<file path="src/rtl/dmem_arb_pkg.sv">
// Shared definitions for the data-memory arbiter: FSM state encoding and default port widths.
package dmem_arb_pkg;

  typedef enum logic [1:0] {
    IDLE    = 2'd0,
    DBG_ACC = 2'd1,
    DBG_RSP = 2'd2
  } arb_state_e;

  localparam int DEF_ADDR_W     = 32;
  localparam int DEF_DATA_W     = 32;
  localparam int DEF_STARVE_MAX = 4;

endpackage

</file>
<file path="src/rtl/dmem_arbiter.sv">
// Shares one DMEM between the CPU load/store port (default priority, combinational)
// and a req/ack debug port, with a starvation counter that forces debug service.
module dmem_arbiter
  import dmem_arb_pkg::*;
#(
  parameter int ADDR_W     = DEF_ADDR_W,
  parameter int DATA_W     = DEF_DATA_W,
  parameter int STARVE_MAX = DEF_STARVE_MAX
) (
  input  logic              clk_in,
  input  logic              reset,
  input  logic              cpu_cs,
  input  logic              cpu_r,
  input  logic              cpu_w,
  input  logic [ADDR_W-1:0] cpu_addr,
  input  logic [DATA_W-1:0] cpu_wdata,
  output logic [DATA_W-1:0] cpu_rdata,
  output logic              cpu_stall,
  input  logic              dbg_req,
  input  logic              dbg_we,
  input  logic [ADDR_W-1:0] dbg_addr,
  input  logic [DATA_W-1:0] dbg_wdata,
  output logic              dbg_ack,
  output logic [DATA_W-1:0] dbg_rdata,
  output logic              mem_cs,
  output logic              mem_r,
  output logic              mem_w,
  output logic [ADDR_W-1:0] mem_addr,
  output logic [DATA_W-1:0] mem_wdata,
  input  logic [DATA_W-1:0] mem_rdata
);

  localparam int CNT_W = (STARVE_MAX < 1) ? 1 : $clog2(STARVE_MAX + 1);
  localparam logic [CNT_W-1:0] CNT_MAX = CNT_W'(STARVE_MAX);

  arb_state_e        state;
  logic [CNT_W-1:0]  starve_cnt;
  logic              ack_q;
  logic              lat_we;
  logic [ADDR_W-1:0] lat_addr;
  logic [DATA_W-1:0] lat_wdata;
  logic              dbg_grant;

  // Debug wins in IDLE when the CPU leaves the memory free or has starved it long enough.
  assign dbg_grant = dbg_req && (!cpu_cs || (starve_cnt == CNT_MAX));

  always_ff @(posedge clk_in) begin
    if (reset) begin
      state      <= IDLE;
      starve_cnt <= '0;
      ack_q      <= 1'b0;
      dbg_rdata  <= '0;
      lat_we     <= 1'b0;
      lat_addr   <= '0;
      lat_wdata  <= '0;
    end else begin
      case (state)
        IDLE: begin
          if (dbg_grant) begin
            state      <= DBG_ACC;
            lat_we     <= dbg_we;
            lat_addr   <= dbg_addr;
            lat_wdata  <= dbg_wdata;
            starve_cnt <= '0;
          end else if (dbg_req) begin
            if (starve_cnt != CNT_MAX)
              starve_cnt <= starve_cnt + 1'b1;
          end else begin
            starve_cnt <= '0;
          end
        end
        DBG_ACC: begin
          if (!lat_we)
            dbg_rdata <= mem_rdata;
          ack_q <= 1'b1;
          state <= DBG_RSP;
        end
        DBG_RSP: begin
          ack_q <= 1'b0;
          state <= IDLE;
        end
        default: begin
          ack_q <= 1'b0;
          state <= IDLE;
        end
      endcase
    end
  end

  // A reset landing on the response cycle must not leak an ack to the requester.
  assign dbg_ack = ack_q & ~reset;

  always_comb begin
    mem_cs    = cpu_cs;
    mem_r     = cpu_r;
    mem_w     = cpu_w;
    mem_addr  = cpu_addr;
    mem_wdata = cpu_wdata;
    cpu_rdata = mem_rdata;
    cpu_stall = 1'b0;
    if (state == DBG_ACC) begin
      mem_cs    = 1'b1;
      mem_r     = ~lat_we;
      mem_w     = lat_we;
      mem_addr  = lat_addr;
      mem_wdata = lat_wdata;
      cpu_rdata = '0;
      cpu_stall = cpu_cs;
    end
    if (reset) begin
      mem_cs    = 1'b0;
      mem_r     = 1'b0;
      mem_w     = 1'b0;
      cpu_stall = 1'b0;
    end
  end

endmodule

</file>
<file path="config.mk">
export PLATFORM = sky130hd
export DESIGN_NAME = dmem_arbiter
export DESIGN_NICKNAME = d
export VERILOG_FILES = /design/src/rtl/dmem_arb_pkg.sv /design/src/rtl/dmem_arbiter.sv
export SDC_FILE = /design/constraint.sdc
export NUM_CORES = 1
export LEC_CHECK = 0
export ABC_CLOCK_PERIOD_IN_PS = 1750
export BUFFER_PORTS_ARGS = -buffer_cell sky130_fd_sc_hd__buf_2
export CORE_UTILIZATION = 40
export CTS_BUF_LIST = sky130_fd_sc_hd__clkbuf_8 sky130_fd_sc_hd__clkbuf_16
export DETAILED_ROUTE_END_ITERATION = 10
export PLACE_DENSITY = 0.76
export SYNTH_ARGS = -nofsm -noshare
export SYNTH_HDL_FRONTEND = slang
export SYNTH_SLANG_ARGS = --single-unit
</file>
<file path="constraint.sdc">
create_clock -name clk_in -period 1.75 [get_ports clk_in]
set_clock_uncertainty 0.15 [all_clocks]
set_input_delay 0 -clock clk_in [delete_from_list [all_inputs] [get_ports clk_in]]
set_output_delay 0 -clock clk_in [all_outputs]
set_load 0.02 [all_outputs]
</file>
==> Word level (Yosys, flattened, before mapping) <==
Index checks and enable logic that the tools add are counted.
{ "op_classes": {"n_addsub": 1, "multipliers": 0, "n_div": 0, "magnitude_cmp": 0, "n_eq_ne": 5, "shift": 0, "n_mux": 17, "bitwise": 3, "reduce_logical": 7} }
{ "op_table": {"columns": ["op", "n"], "rows": [
  ["2-to-1 mux 32 bit", 3],
  ["2-to-1 mux 3 bit", 3],
  ["2-to-1 mux 1 bit", 8],
  ["AND reduction 2 bit", 3],
  ["one-hot mux 2 bit (2 select lines)", 1],
  ["adder 3 x 1 -> 3 bit (second input constant)", 1],
  ["== test 3 bit (second input constant)", 1],
  ["!= test 3 x 1 -> 1 bit (second input constant)", 1],
  ["!= test 3 bit (second input constant)", 1],
  ["== test 2 x 1 -> 1 bit (second input constant)", 1],
  ["zero test 2 bit", 1],
  ["2-to-1 mux 2 bit", 1],
  ["!= test 2 bit (second input constant)", 1],
  ["inverter 1 bit", 2],
  ["one-hot mux 1 bit (2 select lines)", 1],
  ["bitwise AND 1 bit", 1],
  ["logical AND 1 bit", 1],
  ["zero test 1 bit", 1],
  ["logical OR 1 bit", 1]
]} }
{ "word_totals": {"register_bits": 103, "latch_bits": 0, "ram_bits": 0, "rom_bits": 0, "in_bits": 167, "output_inout_bits": 133, "elab_cells": 40, "memories": 0} }

==> Depth between registers and ports, before layout <==
Gate-level depths: netlist of run 1.
{ "depth": {"depth_word": 5, "depth_mapped": 8, "ltp_nobuf": 5} }

==> Worst setup path after synthesis of run 1 <==
Ideal clock, no wire load.
{ "synth_timing": {"path_kind": "reg-to-reg", "from": "register starve_cnt[0]", "to": "register lat_addr[0]", "setup_time_ns": 0.120, "arrival_ns": 1.433, "required_ns": 1.480, "path_slack_ns": 0.048, "path_stages_with_launch": 9, "n_path_buf": 3, "period_less_slack_ns": 1.702, "path_cell_list": "dfxtp_1 > inv_1 > ha_1 > a21boi_2 > and3b_1 > buf_2 > buf_6 > buf_6 > mux2i_1"} }
{ "synth_via": {"elab_chain_len": 4} }
{ "synth_rtl": {"columns": ["item", "line_no", "text"], "rows": [
  ["start: declaration", "dmem_arbiter.sv:37", "logic [CNT_W-1:0] starve_cnt;"],
  ["start signal: assignment", "dmem_arbiter.sv:67", "starve_cnt <= starve_cnt + 1'b1;"],
  ["== test 3 bit", "dmem_arbiter.sv:45", "assign dbg_grant = dbg_req && (!cpu_cs || (starve_cnt == CNT_MAX));"],
  ["logical OR 1 bit", "dmem_arbiter.sv:45", null],
  ["logical AND 1 bit", "dmem_arbiter.sv:45", null],
  ["AND reduction 2 bit (no source line)", null, null],
  ["end signal: assignment", "dmem_arbiter.sv:62", "lat_addr <= dbg_addr;"],
  ["end: declaration", "dmem_arbiter.sv:40", "logic [ADDR_W-1:0] lat_addr;"]
]} }
No other way between the ends.
A chain may end at the register's enable or synchronous reset.

==> Worst setup path after layout of run 1 <==
{ "layout_timing": {"from": "register state[1]", "to": "output mem_wdata[12]"} }
{ "layout_via": {"elab_chain_len": 2} }
{ "layout_rtl": {"columns": ["item", "line_no", "text"], "rows": [
  ["start: declaration", "dmem_arbiter.sv:36", "arb_state_e state;"],
  ["start signal: assignment", "dmem_arbiter.sv:49", "state <= IDLE;"],
  ["start signal: assignment", "dmem_arbiter.sv:60", "state <= DBG_ACC;"],
  ["start signal: assignment", "dmem_arbiter.sv:76", "state <= DBG_RSP;"],
  ["== test 2 x 1 -> 1 bit", "dmem_arbiter.sv:101", "if (state == DBG_ACC) begin"],
  ["2-to-1 mux 32 bit", "dmem_arbiter.sv:101", null],
  ["end: declaration", "dmem_arbiter.sv:29", "output logic [DATA_W-1:0] mem_wdata,"]
]} }
No other way between the ends.

==> results of run 1 <==
-- worst max-delay path by stage --
stage               endpoint  slack [ns]  cells after the start
3_3_place_gp   lat_wdata[21]        0.09                      6
6_report       mem_wdata[12]       -0.04                      5
2_1_floorplan    lat_addr[0]        0.05                      8
4_1_cts         mem_addr[18]       -0.08                      5
3_5_place_dp     lat_addr[3]        0.03                      6
5_1_grt         mem_wdata[2]       -0.07                      5
-- flip-flops by register name (all words and copies together), names as in the netlist --
register and cells:
starve_cnt 3, lat_we 1, dbg_rdata 32, lat_wdata 32, ack_q 1, lat_addr 32, state 2
-- power by group --
| part | leakage [nW] | internal [mW] | switching, mW |
|---|---|---|---|
| logic | 3.17 | 0.904 | 0.744 |
| registers | 0.841 | 2.45 | 0.0620 |
| clock network | 0.173 | 1.46 | 0.857 |
-- cell type report --
class / count / area (um2) / share of cell area (%)
clock buffer: 11 / 252.7 / 2.763
tap: 172 / 215.2 / 2.352
sequential: 103 / 2068 / 22.61
timing repair buffer: 435 / 3336 / 36.46
antenna: 1 / 2.502 / 0.02735
multi-input combinational: 414 / 3166 / 34.60
inverter: 4 / 15.01 / 0.1641
clock inverter: 4 / 93.84 / 1.026
-- logic make-up (layout without fill, tap and decap cells) --
kind of cell,after synthesis,after routing,share of synthesized area [%]
other,0,1,0
AND/OR/NAND/NOR,209,210,23.00
adder cells (fa/ha/maj),2,2,0.4689
buffers and inverters,52,454,4.994
multiplexers,129,129,25.70
AO/OA/AOI/OAI,73,73,7.198
flip-flops,103,103,38.64
-- worst max-delay path, cell delays in order (launching register included) --
cell       delay [ns]
dfxtp_4          0.34
nand2b_4         0.19
buf_8            0.16
clkbuf_16        0.16
mux2_4           0.31
buf_6            0.13
-- layout by cell type (no fill, tap or decap), drive strengths merged --
master / count
nand4: 2
bufinv: 3
mux2i: 65
dfxtp: 103
ha: 2
a21boi: 1
mux2: 64
nor2b: 2
o21ai: 33
nor3b: 1
a211oi: 1
and3b: 2
nor3: 2
or4b: 1
o31ai: 1
buf: 326
bufbuf: 2
diode: 1
nand2b: 131
a41oi: 1
and2: 32
nand2: 32
a21oi: 35
a311oi: 1
clkbuf: 18
nor2: 5
inv: 5
dlygate4sd3: 100
-- layer usage --
| metal | vias up | routed length [um] | GRT usage, % |
|---|---|---|---|
| li1 | 2707 | - | - |
| met1 | 2532 | 7095 | 24.86 |
| met5 | - | 0 | 0 |
| met2 | 241 | 9019 | 40.31 |
| met4 | 0 | 446 | 9.776 |
| met3 | 31 | 1049 | 3.876 |
-- timing repair --
action | in CTS | in global routing
setup buffers | 4 | 8
endpoints found under the hold margin | 102 | 0
gates resized for setup | 39 | 80
setup endpoints to repair | 93 | 135
hold buffers | 100 | 0
gates cloned | 4 | 12
pin swaps | 1 | 2
-- metrics by stage --
| step | hold slack (ns) | utilization (%) | setup WS [ns] |
|---|---|---|---|
| after floorplan | -0.01395 | - | 0.04779 |
| after global placement | 0.1021 | 54.48 | 0.08640 |
| after detailed placement | 0.1073 | 54.48 | 0.02544 |
| after CTS | 0.1930 | 67.26 | -0.08148 |
| after global routing | 0.1676 | 71.32 | -0.07410 |
| final | 0.1617 | 71.34 | -0.04288 |
==> impl_metrics.json, run 1 <==
{
  "dp_cells": 1002,
  "root_buffer": "clkbuf_16",
  "hold_depth": 3,
  "rsz0062_at_grt": "true",
  "r2r-end": "lat_wdata[5]",
  "synth_commonest_cells": "131 x nand2b_1, 103 x dfxtp_1, 65 x mux2i_1",
  "yosys_warnings": 0,
  "cp-end-kind": "primary output",
  "grt_pass1_wl_um": 24910,
  "area_growth_pct": 71.44,
  "clk_pin_slew_ns": 0.06,
  "num_vias": 5511,
  "coreArea_um2": 12820,
  "drc": 0,
  "io_buffers": 299,
  "max_cap_violations": 0,
  "worstPathRequired_ns": 1.60,
  "fillerInstances": 910,
  "hpwl_um": 9438,
  "reg2reg_slack_ns": 0.05,
  "grt_util_all_layers_pct": 22.03,
  "ctsHtreeMaxLevel": 3,
  "ir_drop_v": 0.0004230,
  "syn_area_per_cell_um2": 9.395,
  "final_area_um2": 9149,
  "worstPathMaxFanout": 6,
  "die_h_um": 117.5,
  "grt_overflow": 0,
  "initial_core_util_pct": 41.61,
  "placed_area_um2": 6987,
  "async_flop_share_pct": 0,
  "finalHoldViolations": 0,
  "ys_top_cells_by_area": "dfxtp_1 39%, nand2b_1 15%, mux2_2 14%",
  "start_kind": "flop",
  "insertion_delay_ns": 0.33,
  "place.gp.congestion": 0.7655,
  "layout_setup_ws_ns": -0.04288,
  "cts_tree": "done",
  "setup_violations": 20,
  "synth_most_common_cell": "nand2b_1",
  "post-route-min-period_ns": 1.793,
  "slew_headroom_pct": 79.65,
  "cts.sinks": 103,
  "synth_top_area_share_pct": 38.64,
  "hp-class": "input port to primary output",
  "wirelength_um": 17610,
  "antenna_found_initial": 0,
  "leakagePower_nw": 4.186,
  "drv_slew": 0,
  "ys_seq_elements": 103,
  "cts_buffer_depth": 2,
  "dr.first_iter.drc_count": 233,
  "critPathLaunch": "state[1]",
  "synth_top_cell_by_area": "dfxtp_1",
  "placementRows": 41,
  "max_freq_mhz": 557.8,
  "status": "complete, but fails checks",
  "syn-instance-count": 568,
  "num_io_pins": 300,
  "drive_gt1_share_pct": 45.42,
  "crit_type": "flop to primary output",
  "violations": "setup timing",
  "antenna_left": 0,
  "viasPerCell": 4.817,
  "grt_pass1_vias": 5309,
  "seq_area_frac_synth_pct": 38.64,
  "nets": 1136,
  "synth_nets": 737,
  "die_width_um": 117.5,
  "r2r_start": "starve_cnt[1]",
  "min_from": "cpu_wdata[16]",
  "syn-cell-area_um2": 5336,
  "power.total_mw": 6.482,
  "dieArea_um2": 13810,
  "hold_path_end": "mem_wdata[16]",
  "synth.distinct_cells": 29,
  "final.period_utilization_pct": 102.5,
  "dr.pass1.iters": 4,
  "wire_per_inst_um": 15.39,
  "ff2ff_path_depth": 7,
  "tightestPinTransition_ns": 0.3052,
  "worstPathArrival_ns": 1.64,
  "tns_ns": -0.3997,
  "ys.flop_type": "dfxtp_1",
  "cellPowerDensity_nw_per_um2": 708.5,
  "synth-edff-count": 0,
  "final_cells": 1144,
  "grt_start_max_net_pins": 108,
  "numCtsBuffers": 9
}
No activity file was read; power rests on OpenSTA's default activity.
==> run 2, diff against run 1 <==
--- a/config.mk
+++ b/config.mk
@@ -10,6 +10,7 @@
 export CORE_UTILIZATION = 40
 export CTS_BUF_LIST = sky130_fd_sc_hd__clkbuf_8 sky130_fd_sc_hd__clkbuf_16
 export DETAILED_ROUTE_END_ITERATION = 10
+export GPL_TIMING_DRIVEN = 0
 export PLACE_DENSITY = 0.76
 export SYNTH_ARGS = -nofsm -noshare
 export SYNTH_HDL_FRONTEND = slang
==> impl_metrics.json, run 2 (synthesis results as in run 1) <==
{
  "root_buffer": "clkbuf_16",
  "grt_overflow": 0,
  "num_io_pins": 300,
  "cts_tree": "done",
  "place.gp.congestion": 0.8698,
  "crit_buf_inv": 4,
  "viasPerCell": 4.896,
  "crit_type": "flop to primary output",
  "initial_core_util_pct": 41.61,
  "p_sw_share_pct": 26.31,
  "pwr-share-seq_pct": 39.0,
  "max_cap_violations": 0,
  "wirelength_um": 18280,
  "dr.first_iter.drc_count": 338,
  "cellPowerDensity_nw_per_um2": 709.7,
  "cp-end-kind": "primary output",
  "drive_gt1_share_pct": 43.83,
  "io_buffers": 298,
  "rsz0062_at_grt": "true",
  "setup_violations": 90,
  "grt_start_max_net_pins": 17,
  "ctsHtreeMaxLevel": 3,
  "final.period_utilization_pct": 106.8,
  "power.share.clock_pct": 35.9,
  "clk_pin_slew_ns": 0.07,
  "max_freq_mhz": 535.2,
  "leakagePower_nw": 4.163,
  "slew_headroom_pct": 63.39,
  "die_width_um": 117.5,
  "cp_top_family": "buffers and inverters",
  "reg_top3": "dbg_rdata (32), lat_addr (32), lat_wdata (32)",
  "drv_slew": 0,
  "layout_setup_ws_ns": -0.1185,
  "placementRows": 41,
  "antennaDiodeCount": 0,
  "cp_common_cell": "buf_12",
  "coreArea_um2": 12820,
  "ir_drop_v": 0.0004289,
  "tns_ns": -5.277,
  "area_growth_pct": 70.36,
  "numCtsBuffers": 9,
  "intPower_mw": 4.755,
  "final_common_cell": "buf_2",
  "worstPathArrival_ns": 1.72,
  "dieArea_um2": 13810,
  "grt_pass1_wl_um": 27700,
  "slowest_stage": "dfxtp_4",
  "dp_cells": 1038,
  "insertion_delay_ns": 0.33,
  "final_cells": 1169,
  "tightestPinTransition_ns": 0.5491,
  "antenna_left": 0,
  "hpwl_um": 11620,
  "worstPathRequired_ns": 1.60,
  "worstPathMaxFanout": 9,
  "cp_cell_sequence": "nand2b_4 > buf_12 > buf_12 > clkbuf_16 > mux2_4 > buf_6",
  "drc": 0,
  "cts_buffer_depth": 2,
  "antenna_found_initial": 0,
  "post-route-min-period_ns": 1.868,
  "hp-class": "input port to flop",
  "start_kind": "flop",
  "status": "complete, but fails checks",
  "grt_util_all_layers_pct": 24.81,
  "max_stage_delay_ns": 0.34,
  "dr.pass1.iters": 6,
  "nets": 1161,
  "final_cell_mix": "267 x buf_2, 130 x nand2b_1, 101 x dlygate4sd3_1",
  "num_vias": 5723,
  "grt_pass1_vias": 5656,
  "finalHoldViolations": 0,
  "power.total_mw": 6.452,
  "die_h_um": 117.5,
  "violations": "setup timing",
  "power_switching_mw": 1.697,
  "pwr-share-comb_pct": 25.1,
  "cts.sinks": 103,
  "wire_per_inst_um": 15.64
}
run 2: cell types whose count changed in the layout (fill, tap and decap cells not counted), sizes merged:
cell / delta
clkbuf: +23
dlygate4sd3: +1
bufbuf: -1
diode: -1
clkinvlp: +2
and3b: -1
buf: +2
run 2: power by group through the flow:
| stage | Clock, mW | Sequential, mW | Combinational [mW] |
|---|---|---|---|
| after floorplan | 0 | 2.57 | 0.726 |
| after global placement | 0 | 2.57 | 1.19 |
| after detailed placement | 0 | 2.57 | 1.20 |
| after CTS | 2.35 | 2.51 | 1.49 |
| after global routing | 2.45 | 2.53 | 1.72 |
| final | 2.32 | 2.52 | 1.62 |
run 2: per-stage QoR:
| step | area (um2) | worst slack (ns) | util, % | hold WS [ns] |
|---|---|---|---|---|
| global route | 9091 | -0.1645 | 70.89 | 0.06444 |
| CTS | 8768 | -0.1487 | 68.37 | 0.001593 |
| detailed placement | 7043 | -0.1738 | 54.92 | 0.1055 |
| finish | 9091 | -0.1185 | 70.89 | 0.01985 |
| global placement | 7043 | -0.1657 | 54.92 | 0.1050 |
| floorplan | 5336 | 0.04779 | - | -0.01395 |
run 2: repair_timing:
action,4_1_cts,5_1_grt
endpoints found under the setup margin,162,155
cloned,3,2
gates resized for setup,79,71
endpoints found under the hold margin,100,0
hold buffers,101,0
pin swaps,3,2
buffers inserted,4,7
run 2: layer usage:
layer	up-vias	wire, um	GRT usage [%]	share of wire [%]
met1	2652	7199	27.79	39
met4	0	493	9.615	2.7
li1	2749	-	-	-
met3	45	1090	5.184	6.0
met2	277	9500	45.64	52
met5	-	0	0	0
run 2: final timing paths:
check | startpoint | end | slack, ns | cells past startpoint
worst max-delay path | state[1] | mem_addr[17] | -0.12 | 6
worst min register to register | lat_wdata[14] | lat_wdata[14] | 0.32 | 2
worst max register to register | starve_cnt[0] | lat_addr[10] | 0.04 | 7
worst min-delay path | reset | lat_wdata[6] | 0.02 | 3
run 2: layout make-up:
cell class,instances,area [um2]
buffer,46,384.1
clock buffer,10,239.0
clock inverter,6,108.9
fill,936,3734
inverter,4,15.01
multi-input combinational,413,3138
sequential,103,2072
tap,172,215.2
timing repair buffer,415,2919
run 2: worst register-to-register path, cell delays in order (launching register included):
cell and delay (ns):
dfxtp_2 0.32, inv_1 0.08, ha_2 0.19, a21boi_2 0.06, and3b_2 0.29, buf_12 0.16
buf_12 0.16, mux2i_1 0.23
